<file path="config.mk">
export PLATFORM = sky130hd
export DESIGN_NAME = qkd_shift_rx
export DESIGN_NICKNAME = d
export VERILOG_FILES = /design/src/rtl/qkd_shift_rx.sv
export SDC_FILE = /design/constraint.sdc
export NUM_CORES = 1
export LEC_CHECK = 0
export CAP_MARGIN = 20
export CORE_MARGIN = 2
export CORE_UTILIZATION = 55
export CTS_CLUSTER_SIZE = 12
export DETAILED_ROUTE_END_ITERATION = 8
export GPL_ROUTABILITY_DRIVEN = 0
export PLACE_DENSITY = 0.74
export SYNTH_ARGS = -nofsm -noshare
export SYNTH_HDL_FRONTEND = slang
export SYNTH_SLANG_ARGS = --single-unit
</file>
<file path="constraint.sdc">
create_clock -name clk -period 11.9 [get_ports clk]
set_input_delay 2.38 -clock clk [delete_from_list [all_inputs] [get_ports clk]]
set_output_delay 2.38 -clock clk [all_outputs]
set_load 0.02 [all_outputs]
</file>
<file path="src/rtl/qkd_shift_rx.sv">
// Serial frame receiver: rebuilds LSB-first framed words from a shift-register
// transmitter, buffers them in a FIFO and exposes data/status over Avalon-MM.
module qkd_shift_rx #(
  parameter int WORD_W     = 32,
  parameter int BIT_PERIOD = 50,
  parameter int FIFO_DEPTH = 8
) (
  input  logic        clk,
  input  logic        reset_n,
  input  logic        serial_in,
  input  logic [1:0]  avs_address,
  input  logic        avs_read,
  output logic [31:0] avs_readdata,
  input  logic        avs_write,
  input  logic [31:0] avs_writedata,
  output logic        irq
);

  localparam int CW = $clog2(BIT_PERIOD);
  localparam int IW = $clog2(WORD_W + 1);
  localparam int AW = $clog2(FIFO_DEPTH);
  localparam int LW = AW + 1;

  typedef enum logic [2:0] {S_IDLE, S_START, S_DATA, S_STOP, S_BREAK} state_t;

  state_t              state, state_n;
  logic [CW-1:0]       cnt, cnt_n;
  logic [IW-1:0]       idx, idx_n;
  logic [WORD_W-1:0]   shreg, shreg_n;
  logic                sync1, sync2, s_d, s, fall, expire;
  logic                push_req, frame_err;

  logic                en, irq_en;
  logic                err_ovf, err_frame, err_unf;
  logic [31:0]         word_count;
  logic [31:0]         mem [FIFO_DEPTH];
  logic [LW-1:0]       wr_ptr, rd_ptr, level;
  logic                empty, full, pop, push_ok, ovf_set, unf_set, flush, wc_clr;
  logic [2:0]          w1c;
  logic [31:0]         word_ext, status, rd_mux;
  logic [1:0]          st_code;
  logic                unused_wdata;

  assign unused_wdata = &{1'b0, avs_writedata[31:5]};

  always_ff @(posedge clk or negedge reset_n) begin
    if (!reset_n) begin
      sync1 <= 1'b1;
      sync2 <= 1'b1;
      s_d   <= 1'b1;
    end else begin
      sync1 <= serial_in;
      sync2 <= sync1;
      s_d   <= sync2;
    end
  end

  assign s      = sync2;
  assign fall   = s_d & ~s;
  assign expire = (cnt == '0);

  always_ff @(posedge clk or negedge reset_n) begin
    if (!reset_n) begin
      state <= S_IDLE;
      cnt   <= '0;
      idx   <= '0;
      shreg <= '0;
    end else begin
      state <= state_n;
      cnt   <= cnt_n;
      idx   <= idx_n;
      shreg <= shreg_n;
    end
  end

  always_comb begin
    state_n   = state;
    cnt_n     = cnt;
    idx_n     = idx;
    shreg_n   = shreg;
    push_req  = 1'b0;
    frame_err = 1'b0;
    if (!en) begin
      state_n = S_IDLE;
    end else begin
      case (state)
        S_IDLE:
          if (fall) begin
            cnt_n   = CW'(BIT_PERIOD / 2 - 1);
            state_n = S_START;
          end
        S_START:
          if (!expire) cnt_n = cnt - 1'b1;
          else if (!s) begin
            cnt_n   = CW'(BIT_PERIOD - 1);
            idx_n   = '0;
            state_n = S_DATA;
          end else state_n = S_IDLE;
        S_DATA:
          if (!expire) cnt_n = cnt - 1'b1;
          else begin
            shreg_n = {s, shreg[WORD_W-1:1]};
            cnt_n   = CW'(BIT_PERIOD - 1);
            if (idx == IW'(WORD_W - 1)) state_n = S_STOP;
            else idx_n = idx + 1'b1;
          end
        S_STOP:
          if (!expire) cnt_n = cnt - 1'b1;
          else if (s) begin
            push_req = 1'b1;
            state_n  = S_IDLE;
          end else begin
            frame_err = 1'b1;
            state_n   = S_BREAK;
          end
        S_BREAK:
          if (s) state_n = S_IDLE;
        default: state_n = S_IDLE;
      endcase
    end
  end

  always_comb begin
    word_ext = '0;
    word_ext[WORD_W-1:0] = shreg;
  end

  assign level   = wr_ptr - rd_ptr;
  assign empty   = (level == '0);
  assign full    = (level == LW'(FIFO_DEPTH));
  assign pop     = avs_read && (avs_address == 2'd0) && !empty;
  assign unf_set = avs_read && (avs_address == 2'd0) && empty;
  // A same-cycle pop makes room, so a push into a full FIFO still lands.
  assign push_ok = push_req && (!full || pop);
  assign ovf_set = push_req && full && !pop;
  assign flush   = avs_write && (avs_address == 2'd2) && avs_writedata[2];
  assign wc_clr  = avs_write && (avs_address == 2'd3);
  assign w1c     = (avs_write && (avs_address == 2'd1)) ? avs_writedata[4:2] : 3'b000;

  always_ff @(posedge clk) begin
    if (push_ok && !flush) mem[wr_ptr[AW-1:0]] <= word_ext;
  end

  always_ff @(posedge clk or negedge reset_n) begin
    if (!reset_n) begin
      wr_ptr <= '0;
      rd_ptr <= '0;
    end else if (flush) begin
      wr_ptr <= '0;
      rd_ptr <= '0;
    end else begin
      if (push_ok) wr_ptr <= wr_ptr + 1'b1;
      if (pop)     rd_ptr <= rd_ptr + 1'b1;
    end
  end

  always_ff @(posedge clk or negedge reset_n) begin
    if (!reset_n) begin
      en         <= 1'b0;
      irq_en     <= 1'b0;
      err_ovf    <= 1'b0;
      err_frame  <= 1'b0;
      err_unf    <= 1'b0;
      word_count <= '0;
    end else begin
      if (avs_write && (avs_address == 2'd2)) begin
        en     <= avs_writedata[0];
        irq_en <= avs_writedata[1];
      end
      err_ovf   <= (err_ovf   & ~w1c[0]) | ovf_set;
      err_frame <= (err_frame & ~w1c[1]) | frame_err;
      err_unf   <= (err_unf   & ~w1c[2]) | unf_set;
      if (wc_clr)        word_count <= push_req ? 32'd1 : '0;
      else if (push_req) word_count <= word_count + 32'd1;
    end
  end

  always_comb begin
    case (state)
      S_START, S_DATA: st_code = 2'd1;
      S_STOP:          st_code = 2'd2;
      S_BREAK:         st_code = 2'd3;
      default:         st_code = 2'd0;
    endcase
    status         = '0;
    status[0]      = empty;
    status[1]      = full;
    status[2]      = err_ovf;
    status[3]      = err_frame;
    status[4]      = err_unf;
    status[8 +: LW] = level;
    status[17:16]  = st_code;
    case (avs_address)
      2'd0:    rd_mux = empty ? '0 : mem[rd_ptr[AW-1:0]];
      2'd1:    rd_mux = status;
      2'd2:    rd_mux = {30'd0, irq_en, en};
      default: rd_mux = word_count;
    endcase
  end

  always_ff @(posedge clk or negedge reset_n) begin
    if (!reset_n)      avs_readdata <= '0;
    else if (avs_read) avs_readdata <= rd_mux;
  end

  assign irq = irq_en && !empty;

endmodule
</file>
==> out/qor.txt, run 1 <==
Status: complete, no violations
Area after DPL: 0.0168 mm2
Die width: 174 um
Layout Nets: 1173
Die area: 0.0303 mm2
GRT overflow: 0
Crit-path max cell delay: 0.71 ns
# IOs: 72
Tmin final: 6.41 ns
Total clock sinks: 383
Initial core utilization: 55.6%
VDD IR max: 0.107 mV
Syn avg cell area: 14.8 um2
Worst min path class: flop to flop
Crit path kind: flop to output port
Register area: 0.0109 mm2
Period utilisation layout: 53.8%
H-tree levels: 2
GRT Overall Usage: 23.0%
Setup violators final: 0
Kind of cell adding the most delay to the critical path: buffers and inverters
Hold-fix buffers, CTS: 0
CP cell instances: buf_4, inv_1, fa_1, xor2_1, nor3_1, nand3_1, and2_1, clkdlybuf4s50_1
Worst setup EP type: output port
Antenna viol nets, final: 0
Initial DRT Pass Iterations: 5
WHS Endpoint: s
Mapped Cells: 1074
Initial detailed-routing violation count: 954
Routed WL: 34000 um
Num CTS Buffers: 40
Remaining DRCs: 0
IO Port Bufs: 44
Worst slew pin tran: 1.02 ns
Slew headroom: 32.0%
Share of cells above drive strength 1: 17.0%
FF+latch count, synth: 383
PD cells: 193 mW/mm2
Clock-pin transition on the worst setup and hold timing paths: 0.05 ns
Worst Path Buf+Inv: 3
Worst clock skew: 0.0154 ns
Total of max-cap violations: 0
Hold path cells: 0
Worst Reg2Reg Path Length in Cells: 9
HPWL Detailed: 19000 um
Highest Clock Rate: 156 MHz
Dominant synthesized flop cell: edfxtp_1
Via/cell ratio: 6.06
Met2 Use GR: 36.9%
CP arrival: 4.03 ns
Vias in the first global route: 9284
Vias: 9331
Cts repair resizes: 0
Cell at the slowest stage of the critical path: buf_4
Reg2Reg Launch Point: rd_ptr[1]
Fin area: 0.0181 mm2
Unique masters post-synth: 55
Async set-or-reset flop fraction in the synthesized netlist: 33.2%
Vert. Die Dim: 174 um
RSZ-0062 raised after global routing: false
GR peak layer: met2
Syn. warnings: 0
Met1 usage: 32.9%
Hold_sp: sync1
Setup TNS: 0 ns
First-pass GRT wire length: 53100 um
Largest net degree at the start of global routing: 74
Area growth from synthesis to final layout: 13.6%
Clock Path Buffers: 3
Number of flops mapped to enable cells by yosys: 256
CP Launch Type: flop
GR Util met3: 3.96%
Hold Vio Cnt, Final: 0
Leak Pwr: 0.00674 uW
R2r setup slk: 7.62 ns
Required @ worst endpoint: 9.52 ns
Post-CTS Setup Bufs: 0
CP Max Fanout: 67
Pins Over Slew Limit: 0
# diodes: 0
Multi-input gate area: 0.00484 mm2
CORE AREA: 0.0286 mm2
Clk_lat worst skew: 0.55 ns
# rows: 62
CTS root buf: clkbuf_16
Initial antenna violation count: 0
CTS tree: built
Wire length per cell: 22.1 um
Sequential fraction of the synthesis area: 68.3%
Mapped Nets: 1123
Mapped Area: 0.0159 mm2
Filler cells: 1975
Worst flop-to-flop path endpoint: mem[4][5]
-- stage by stage --
stage               util, %  std cells  setup WS [ns]  power [uW]  hold WS [ns]
floorplan                 -       1074           5.83        2070         0.345
global placement       58.8       1466           6.05        2340         0.348
detailed placement     58.8       1466           6.01        2350         0.347
CTS                    63.1       1540           5.41        3520         0.354
global route           63.1       1540           5.23        3650         0.366
finish                 63.1       1540           5.49        3500         0.347
-- cell type report --
cell class	count	share of cell area (%)
clock buffer	66	6.30
clock inverter	8	0.547
inverter	18	0.374
multi-input combinational	619	26.8
sequential	383	60.2
tap	384	2.66
timing repair buffer	62	3.16
-- worst register-to-register path, delay by kind of cell (launching register included) --
| family | cells | cell delay [ns] |
|---|---|---|
| AO/OA/AOI/OAI | 2 | 0.62 |
| XOR/XNOR | 1 | 0.23 |
| adder cells (fa/ha/maj) | 1 | 0.48 |
| buffers and inverters | 3 | 1.43 |
| flip-flops | 1 | 0.35 |
| AND/OR/NAND/NOR | 2 | 0.84 |
-- synthesized netlist by cell type (4+ instances only) --
cell type    n  share of area (%)
dfrtp_1    124                 20
xor2_1      10               0.55
o211ai_1     6               0.28
a31oi_1      7               0.28
nand4_1     12               0.47
o22ai_1      6               0.24
nand2b_1    13               0.51
or2_2        6               0.24
o21a_1       4               0.19
or3_1        9               0.35
mux2_2      40                2.8
ha_1         9               0.71
nor2_1      72                1.7
or4_1        5               0.24
nor2b_1      7               0.28
a22oi_1     26                1.2
and2_1       5               0.20
o21ai_0     26               0.82
nor4_1       9               0.35
xnor2_1     19                1.0
inv_1       18               0.42
a21oi_1     43                1.4
clkbuf_1    40               0.94
o31ai_1      4               0.19
edfxtp_1   256                 48
nand3b_1     4               0.19
nand2_1    134                3.2
nand3_1     25               0.79
and3_1       7               0.28
nor3_1      12               0.38
mux4_2      64                9.1
buf_1       11               0.26
-- power by group --
part	internal, uW	switching (uW)
logic	350	477
registers	1450	53.6
clock network	661	502
total	2460	1030
-- registers in the layout, indices dropped and copies added (netlist names), 4 cells and up --
register      cells
word_count       32
shreg            32
rd_ptr            4
idx               6
avs_readdata     32
cnt               6
mem             256
wr_ptr            4
-- layout by cell type, fill, tap and decap left out, drive strengths merged, types with 4 or more instances in the layout --
master / netlist / layout
nor3: 13 / 13
nand2: 134 / 134
and2: 5 / 5
clkdlybuf4s50: 0 / 42
ha: 9 / 9
xnor2: 19 / 19
or4: 5 / 5
or3: 9 / 9
edfxtp: 256 / 256
o21a: 4 / 4
nor2: 72 / 72
and3: 7 / 7
nand3: 25 / 25
a22oi: 26 / 26
mux2: 40 / 40
clkinv: 0 / 8
inv: 18 / 18
nor2b: 7 / 7
xor2: 10 / 10
or2: 6 / 6
a31oi: 7 / 7
buf: 14 / 20
mux4: 64 / 64
o22ai: 6 / 6
o31ai: 4 / 4
o21ai: 26 / 26
clkbuf: 40 / 66
dfrtp: 124 / 124
a21oi: 43 / 43
nor4: 9 / 9
nand3b: 4 / 4
o211ai: 6 / 6
nand4: 12 / 12
nand2b: 13 / 13
-- layer usage --
layer	vias up	share of wire (%)
li1	4171	-
met1	4758	44
met2	341	48
met3	61	5.9
met4	0	2.3
met5	-	0
-- kinds of logic (layout without fill, tap and decap cells) --
kind of cell	Yosys count	after routing	share of synthesized area, %
DFF	383	383	68.3
xor gates and xnor gates	29	29	1.60
muxes	107	107	12.1
AOI/OAI and AO/OA	148	148	6.00
adders and majority gates	10	10	0.834
buffers and inverters	72	154	1.72
and+or+nand+nor	325	325	9.41
-- how the worst max path moves through the flow --
stage	from	endpoint	slack, ns	cells past startpoint
2_1_floorplan	avs_address[1]	mem[1][0]	5.83	6
3_3_place_gp	rd_ptr[1]	irq	6.05	8
3_5_place_dp	rd_ptr[1]	irq	6.01	8
4_1_cts	rd_ptr[1]	irq	5.41	8
5_1_grt	rd_ptr[1]	irq	5.23	8
6_report	rd_ptr[1]	irq	5.49	8
Note: power is estimated with default switching activity, not from simulation.
==> inputs of run 2 (changes only) <==
--- a/config.mk
+++ b/config.mk
@@ -7,11 +7,11 @@
 export LEC_CHECK = 0
 export CAP_MARGIN = 20
 export CORE_MARGIN = 2
-export CORE_UTILIZATION = 55
+export CORE_UTILIZATION = 54
 export CTS_CLUSTER_SIZE = 12
 export DETAILED_ROUTE_END_ITERATION = 8
 export GPL_ROUTABILITY_DRIVEN = 0
-export PLACE_DENSITY = 0.74
+export PLACE_DENSITY = 0.75
 export SYNTH_ARGS = -nofsm -noshare
 export SYNTH_HDL_FRONTEND = slang
 export SYNTH_SLANG_ARGS = --single-unit
==> constraint.sdc (replaced) <==
create_clock -name clk -period 5.4 [get_ports clk]
set_input_delay 1.08 -clock clk [delete_from_list [all_inputs] [get_ports clk]]
set_output_delay 1.08 -clock clk [all_outputs]
set_load 0.02 [all_outputs]
==> run 2 against run 1 <==
Flip-flop and latch count did not move. Core utilization fell by 0.69 points. Clock power rose by 110%. Combinational power rose by 120%. Sequential share of layout area rose by 0.17 points. Critical path depth did not move. Via count fell by 0.99%. Final cell count did not move. Die area rose by 1.8%. Count of clock-buffer cells in the layout fell by 4.
==> out/qor.txt, run 2 (same netlist as run 1, synthesis figures left out) <==
Int Pwr: 5350 uW (+120%)
H-tree levels: 2 (unchanged)
Status: complete, no violations
Clock-pin transition on the worst setup and hold timing paths: 0.06 ns (about the same)
Slew headroom: 30.6% (-1.4 points)
Inst Count DP: 1470 (+0.27%)
Die width: 176 um (+0.90%)
Cell Count, Final, Fillers Out: 1540 (unchanged)
Crit-path max cell delay: 0.67 ns (-0.04 ns)
Hold Vio Cnt, Final: 0 (unchanged)
Share of cells above drive strength 1: 17.0% (unchanged)
Highest Clock Rate: 214 MHz
Clock power share: 32.5% (-0.8 points)
Hold-fix buffers, CTS: 0 (unchanged)
Total clock sinks: 383 (unchanged)
Clk_lat worst skew: 0.54 ns (about the same)
Worst clock skew: 0.0139 ns (-0.00147 ns)
Filler cells: 2057 (+4.2%)
CP Launch Type: flop
Num CTS Buffers: 39 (-2.5%)
Period utilisation layout: 86.4%
Area growth from synthesis to final layout: 13.3%
Worst min path class: flop to flop
Clock Path Buffers: 3 (unchanged)
CTS root buf: clkbuf_16
CORE AREA: 0.0289 mm2 (+0.81%)
Die area: 0.0308 mm2 (+1.8%)
Initial antenna violation count: 0 (unchanged)
Worst setup EP type: output port
Cts repair resizes: 0 (unchanged)
Worst slew pin tran: 1.04 ns (+0.0154 ns)
Sw frac: 29.4% (-0.13 points)
# rows: 62 (unchanged)
GRT Overall Usage: 22.3% (-0.73 points)
Cell at the slowest stage of the critical path: dfrtp_4
Vert. Die Dim: 176 um (+0.90%)
Initial detailed-routing violation count: 1141 (+20%)
PD cells: 420 mW/mm2 (+120%)
WHS: 0.355 ns (+0.00799 ns)
Layout Nets: 1176 (+0.26%)
VDD IR max: 0.215 mV (+100%)
First-pass GRT wire length: 52600 um (-1.0%)
Vias in the first global route: 9394 (+1.2%)
Initial DRT Pass Iterations: 5 (unchanged)
Psw: 2230 uW (+120%)
CP cell instances: ha_1, inv_1, fa_1, xor2_1, nor3_1, nand3_1, and2_1, clkdlybuf4s50_1
Leak Pwr: 0.00672 uW (-0.25%)
Flop pwr share: 43.6% (+0.5 points)
# diodes: 0 (unchanged)
Antenna viol nets, final: 0 (unchanged)
Max reg flops: 256 (unchanged)
Pins Over Slew Limit: 0 (unchanged)
RSZ-0062 raised after global routing: false
Post-CTS Setup Bufs: 0 (unchanged)
Setup TNS: 0 ns (unchanged)
Wire length per cell: 21.5 um (-2.7%)
Remaining DRCs: 0 (unchanged)
GRT overflow: 0 (unchanged)
HPWL Detailed: 19100 um (+0.17%)
CP arrival: 3.59 ns (-0.44 ns)
Total of max-cap violations: 0 (unchanged)
CP Max Fanout: 21 (-69%)
Largest net degree at the start of global routing: 95 (+28%)
Crit path kind: flop to output port
Tmin final: 4.67 ns
IO Port Bufs: 44 (unchanged)
Routed WL: 33000 um (-2.7%)
# IOs: 72 (unchanged)
Combinational Power Share: 23.9% (+0.2 points)
Commonest non-fill, non-tap cell in the layout: edfxtp_1
Commonest cells after routing, fill and taps aside: edfxtp_1 (256), nand2_1 (134), dfrtp_1 (122), nor2_1 (65), mux4_2 (64)
Initial core utilization: 55.1% (-0.45 points)
Via/cell ratio: 6.00 (-0.99%)
Setup violators final: 0 (unchanged)
CTS tree: built
Required @ worst endpoint: 4.32 ns (-5.20 ns)
Vias: 9239 (-0.99%)
## run 2: cell types whose count changed in the layout (fill, tap and decap cells not counted), sizes merged
| cell | before | now |
|---|---|---|
| buf | 20 | 24 |
| clkbuf | 66 | 62 |
| clkinv | 8 | 5 |
| inv | 18 | 21 |
## run 2: power by group through the flow
stage	Sequential (uW)	Clock, uW	Combinational [uW]
final	3310	2460	1810
after global routing	3320	2620	1980
after CTS	3310	2500	1820
after detailed placement	3370	0	1800
after global placement	3360	0	1790
after floorplan	3380	0	1190
## run 2: stage by stage
stage          setup WS [ns]  area, um2  utilization, %  power [uW]
4_1_cts                0.692      18000            62.4        7630
6_report               0.733      18000            62.4        7580
5_1_grt                0.456      18000            62.4        7920
3_3_place_gp            1.02      16900            58.4        5150
2_1_floorplan          0.170      15900               -        4570
3_5_place_dp           0.899      16900            58.5        5170
## run 2: worst paths after layout
| path | endpoint | cells after the start | startpoint | slack (ns) |
|---|---|---|---|---|
| worst max register to register | mem[0][31] | 9 | rd_ptr[0] | 1.06 |
| max in group asynchronous | shreg[16] | 2 | reset_n | 3.71 |
| worst min-delay path | s | 0 | sync1 | 0.36 |
| worst max-delay path | irq | 8 | rd_ptr[0] | 0.73 |
| worst min register to register | s | 0 | sync1 | 0.36 |
| min in group asynchronous | avs_readdata[30] | 1 | reset_n | 0.64 |
## run 2: cell type report
cell class                      count  area [um2]  area share [%]
Inverter                           18        67.6           0.375
Tap cell                          384         480            2.67
Timing Repair Buffer               66         614            3.41
Clock buffer                       62        1070            5.95
Multi-Input combinational cell    619        4840            26.9
Sequential cell                   383       10900            60.3
Clock inverter                      8        71.3           0.396
## run 2: per-layer routing
layer | up-vias | part of all wire [%] | global-route usage, %
li1 | 4180 | - | -
met5 | - | 0 | 0
met4 | 0 | 2.2 | 6.78
met2 | 298 | 47 | 34.6
met3 | 58 | 7.7 | 5.30
met1 | 4703 | 43 | 31.7
## run 2: worst max-delay path: cells and delay by family, from the launching register on
family                     cells  cell delay (ns)
xor gates and xnor gates       1             0.19
adders and majority gates      2             0.62
buffers and inverters          2             0.60
DFF                            1             0.67
and+or+nand+nor                3             0.97
==> inputs of run 3 (changes only) <==
--- a/config.mk
+++ b/config.mk
@@ -12,6 +12,7 @@
 export DETAILED_ROUTE_END_ITERATION = 8
 export GPL_ROUTABILITY_DRIVEN = 0
 export PLACE_DENSITY = 0.75
+export SETUP_SLACK_MARGIN = 0.3
 export SYNTH_ARGS = -nofsm -noshare
 export SYNTH_HDL_FRONTEND = slang
 export SYNTH_SLANG_ARGS = --single-unit
==> run 3 against run 2 <==
Setup slack worse by 0.073 ns. Flip-flop and latch count unchanged. Critical path depth stayed put. Wire length up 0.35%. Power about the same. Final area up 0.17%. First-iteration DRC count down 17%. Via count shrank 0.64%. Core utilization rose by 0.10 points. Final cell count is essentially flat. Non-clock buffer count is 2 lower. Clock skew shrank 0.0023 ns. Critical endpoint unchanged. Largest cell class unchanged.
==> out/qor.txt, run 3 (same netlist as run 1, synthesis figures left out) <==
Worst setup EP type: output port
Vias: 9180 (-0.64%)
Clock Path Buffers: 3 (unchanged)
Leak Pwr: 0.00670 uW (-0.31%)
Setup violators final: 0 (unchanged)
Final core area utilization: 62.5% (+0.10 points)
# IOs: 72 (unchanged)
CTS tree: built
Crit path kind: flop to output port
Layout Nets: 1174 (-0.17%)
Worst slew pin tran: 1.01 ns (-0.0285 ns)
Wire length per cell: 21.5 um (+0.42%)
Highest Clock Rate: 211 MHz (-1.5%)
# rows: 62 (unchanged)
# diodes: 0 (unchanged)
Worst min path class: flop to flop
Initial antenna violation count: 0 (unchanged)
Crit-path max cell delay: 0.71 ns (+0.04 ns)
Antenna viol nets, final: 0 (unchanged)
Via/cell ratio: 5.96 (-0.57%)
Tmin final: 4.74 ns (+0.0734 ns)
H-tree levels: 2 (unchanged)
CORE AREA: 0.0289 mm2 (unchanged)
Initial detailed-routing violation count: 945 (-17%)
CP arrival: 3.66 ns (+0.07 ns)
CP Launch Type: flop
Commonest non-fill, non-tap cell in the layout: edfxtp_1
Cell at the slowest stage of the critical path: dfrtp_4
Clock-pin transition on the worst setup and hold timing paths: 0.06 ns (about the same)
Initial core utilization: 55.1% (unchanged)
Hold Vio Cnt, Final: 0 (unchanged)
First-pass GRT wire length: 52400 um (-0.39%)
Filler cells: 2062 (+0.24%)
CTS root buf: clkbuf_16
WHS: 0.358 ns (+0.00255 ns)
Num CTS Buffers: 39 (unchanged)
Commonest cells after routing, fill and taps aside: edfxtp_1 (256), nand2_1 (134), dfrtp_1 (122), nor2_1 (65), mux4_2 (64)
IO Port Bufs: 44 (unchanged)
Hold-fix buffers, CTS: 0 (unchanged)
Setup TNS: 0 ns (unchanged)
RSZ-0062 raised after global routing: false
Share of cells above drive strength 1: 16.8% (-0.16 points)
Cell Count, Final, Fillers Out: 1539 (-0.065%)
Worst clock skew: 0.0116 ns (-0.00226 ns)
Cts repair resizes: 0 (unchanged)
Slew headroom: 32.5% (+1.9 points)
Period utilisation layout: 87.8% (+1.4 points)
VDD IR max: 0.256 mV (+19%)
Post-CTS Setup Bufs: 0 (unchanged)
PD cells: 420 mW/mm2 (-0.19%)
Fin area: 0.0180 mm2 (+0.17%)
GRT overflow: 0 (unchanged)
Area growth from synthesis to final layout: 13.5%
Required @ worst endpoint: 4.32 ns (about the same)
Status: complete, no violations
Clk_lat worst skew: 0.53 ns (about the same)
Vias in the first global route: 9263 (-1.4%)
Max reg flops: 256 (unchanged)
Inst Count DP: 1467 (-0.20%)
Die width: 176 um (unchanged)
HPWL Detailed: 19700 um (+3.2%)
Total clock sinks: 383 (unchanged)
Total of max-cap violations: 0 (unchanged)
Remaining DRCs: 0 (unchanged)
CP cell instances: ha_1, inv_1, fa_1, xor2_1, nor3_1, nand3_1, and2_1, clkdlybuf4s50_1
Largest net degree at the start of global routing: 98 (+3.2%)
Vert. Die Dim: 176 um (unchanged)
Initial DRT Pass Iterations: 5 (unchanged)
Area after DPL: 0.0169 mm2 (about the same)
Routed WL: 33200 um (+0.35%)
GRT Overall Usage: 22.2% (-0.066 points)
Pins Over Slew Limit: 0 (unchanged)
Die area: 0.0308 mm2 (unchanged)
CP Max Fanout: 23 (+9.5%)
-- run 3: cell count changes in the layout (fill, tap and decap cells not counted), moves of 2 or more --
cell and delta:
nor3_2 -2, buf_4 -3, inv_16 -2, clkbuf_1 +3, nor3_4 +2, clkinv_1 -2
-- run 3: path summary, 6_finish.rpt --
kind / startpoint / end / slack, ns / cells after the start
max: rd_ptr[0] / irq / 0.66 / 8
min: sync1 / s / 0.36 / 0
max reg2reg: rd_ptr[0] / mem[1][7] / 1.04 / 9
min reg2reg: sync1 / s / 0.36 / 0
max in group asynchronous: reset_n / shreg[4] / 3.68 / 2
min in group asynchronous: reset_n / word_count[28] / 0.65 / 1
-- run 3: cell type report --
type | count | area (um2) | share of cell area [%]
Timing Repair Buffer | 64 | 619 | 3.43
Multi-Input combinational cell | 619 | 4850 | 26.9
Clock inverter | 6 | 72.6 | 0.402
Sequential cell | 383 | 10900 | 60.2
Inverter | 18 | 67.6 | 0.374
Clock buffer | 65 | 1080 | 6.00
Tap cell | 384 | 480 | 2.66
-- run 3: metrics by stage --
stage	total power [uW]	worst slack, ns
floorplan	4570	1.02
global placement	5150	1.05
detailed placement	5170	0.958
CTS	7630	0.607
global route	7920	0.409
finish	7570	0.660
-- run 3: power by group --
group / internal, uW / switching [uW] / leakage [uW]
Sequential: 3200 / 117 / 0.00419
Combinational: 773 / 1030 / 0.00196
Clock: 1380 / 1070 / 0.000548
Total: 5350 / 2220 / 0.00670
-- run 3: worst max-delay path, delay by kind of cell (launching register included) --
| kind | cells | cell delay [ns] |
|---|---|---|
| adders and majority gates | 2 | 0.67 |
| xor gates and xnor gates | 1 | 0.19 |
| and+or+nand+nor | 3 | 0.93 |
| DFF | 1 | 0.71 |
| buffers and inverters | 2 | 0.61 |
-- run 3: metal layers --
metal | vias to the layer above | global-route usage [%] | wire length (um)
li1 | 4180 | - | -
met1 | 4678 | 31.6 | 14200
met2 | 272 | 35.9 | 16200
met3 | 50 | 3.51 | 1960
met4 | 0 | 6.65 | 758
met5 | - | 0 | 0
==> patch: new RTL, config.mk and constraints of run 1 <==
Put one more register stage on the output `avs_readdata`, without a reset. The value now appears one clock later. The other outputs are not delayed to match.
--- a/src/rtl/qkd_shift_rx.sv
+++ b/src/rtl/qkd_shift_rx.sv
@@ -22,6 +22,8 @@
   localparam int LW = AW + 1;
 
   typedef enum logic [2:0] {S_IDLE, S_START, S_DATA, S_STOP, S_BREAK} state_t;
+
+  logic [31:0] avs_readdata_s0;
 
   state_t              state, state_n;
   logic [CW-1:0]       cnt, cnt_n;
@@ -199,10 +201,14 @@
   end
 
   always_ff @(posedge clk or negedge reset_n) begin
-    if (!reset_n)      avs_readdata <= '0;
-    else if (avs_read) avs_readdata <= rd_mux;
+    if (!reset_n)      avs_readdata_s0 <= '0;
+    else if (avs_read) avs_readdata_s0 <= rd_mux;
   end
 
   assign irq = irq_en && !empty;
 
+  always_ff @(posedge clk) begin
+    avs_readdata <= avs_readdata_s0;
+  end
+
 endmodule
Function: changed (a bounded check fails within 4 cycles, from zero or initial values and one cycle with reset_n low).
==> patch against run 1 <==
  * Sequential share of layout area up 1.1 points
  * Synthesized area is 4.2% higher
  * Sequential power up 9%
  * Design area grew 3.9%
  * Register-to-register slack worse by 0.40 ns
  * Fmax fell by 1.5%
  * Worst setup slack lost 0.099 ns
  * Sequential cell count increased by 32
  * Wire length down 1.2%
  * Largest cell class unchanged
  * Power grew 4.8%
  * Clock skew down 0.0038 ns
==> patch: results (changes against run 1) <==
metric;value;unit;change
sequential share of the synthesized area;69.44;%;+1.1 points
Clock net power;1.21;mW;+4%
Clock buf/inv share;6.742;%;-0.11 points
met2 wire length;15790;um;-3.4%
Worst EP arrival;4.13;ns;+0.10 ns
distinct cell type count after synthesis;60;;+9.1%
final net count;1213;;+3.4%
largest net degree at the start of global routing;73;;-1.4%
status;complete, no violations;;
pre-CTS setup slack;5.923;ns;-0.08665 ns
Clock Latency Late Sink;0.53;ns;-0.02 ns
grt met3 use;3.406;%;-0.55 points
first-pass GRT wire length;52960;um;-0.29%
DP HPWL;19120;um;+0.53%
Flop pwr share;44.9;%;+1.8 points
Synth async-reset ratio;30.60;%;-2.6 points
Power Total;3.663;mW;+4.8%
Vias per Instance;5.982;;-1.3%
non-clk buf share;3.245;%;+0.080 points
Tot GR Track Use;22.17;%;-0.81 points
Switching Fraction;28.20;%;-1.4 points
hold worst-path end;avs_readdata[0]$_DFF_P_;;
layout cells sized above 1;17.38;%;+0.42 points
HP Start;avs_readdata_s0[0]$_DFFE_PN0P_;;
end of the worst register-to-register path;mem[2][29]$_DFFE_PP_;;
Routed WL;33580;um;-1.2%
clk_skew;0.01159;ns;-0.003766 ns
min cycle time layout;6.506;ns;+0.09906 ns
Synth Register Bits;415;;+8.4%
-- patch: cell types whose count changed after synthesis, sizes merged, moves of 4 or more --
cell / run 1 / this run
o21ai: 26 / 36
dfxtp: 0 / 32
xor2: 10 / 5
xnor2: 19 / 24
nand2: 134 / 147
and2: 5 / 9
inv: 18 / 12
o22ai: 6 / 1
o211ai: 6 / 1
nand3: 25 / 21
-- patch: cell families after synthesis --
family,Yosys count,synth area share [%]
AOI/OAI and AO/OA,145,5.503
xor gates and xnor gates,29,1.532
adders and majority gates,10,0.8002
buffers and inverters,69,1.646
DFF,415,69.44
muxes,108,11.66
and+or+nand+nor,334,9.421
-- patch: per-stage QoR --
step / area [um^2] / hold slack (ns) / cells
6_report: 18780 / 0.3560 / 1587
5_1_grt: 18780 / 0.3645 / 1587
4_1_cts: 18780 / 0.3570 / 1587
3_5_place_dp: 17510 / 0.3472 / 1510
3_3_place_gp: 17510 / 0.3459 / 1510
2_1_floorplan: 16570 / 0.3396 / 1110
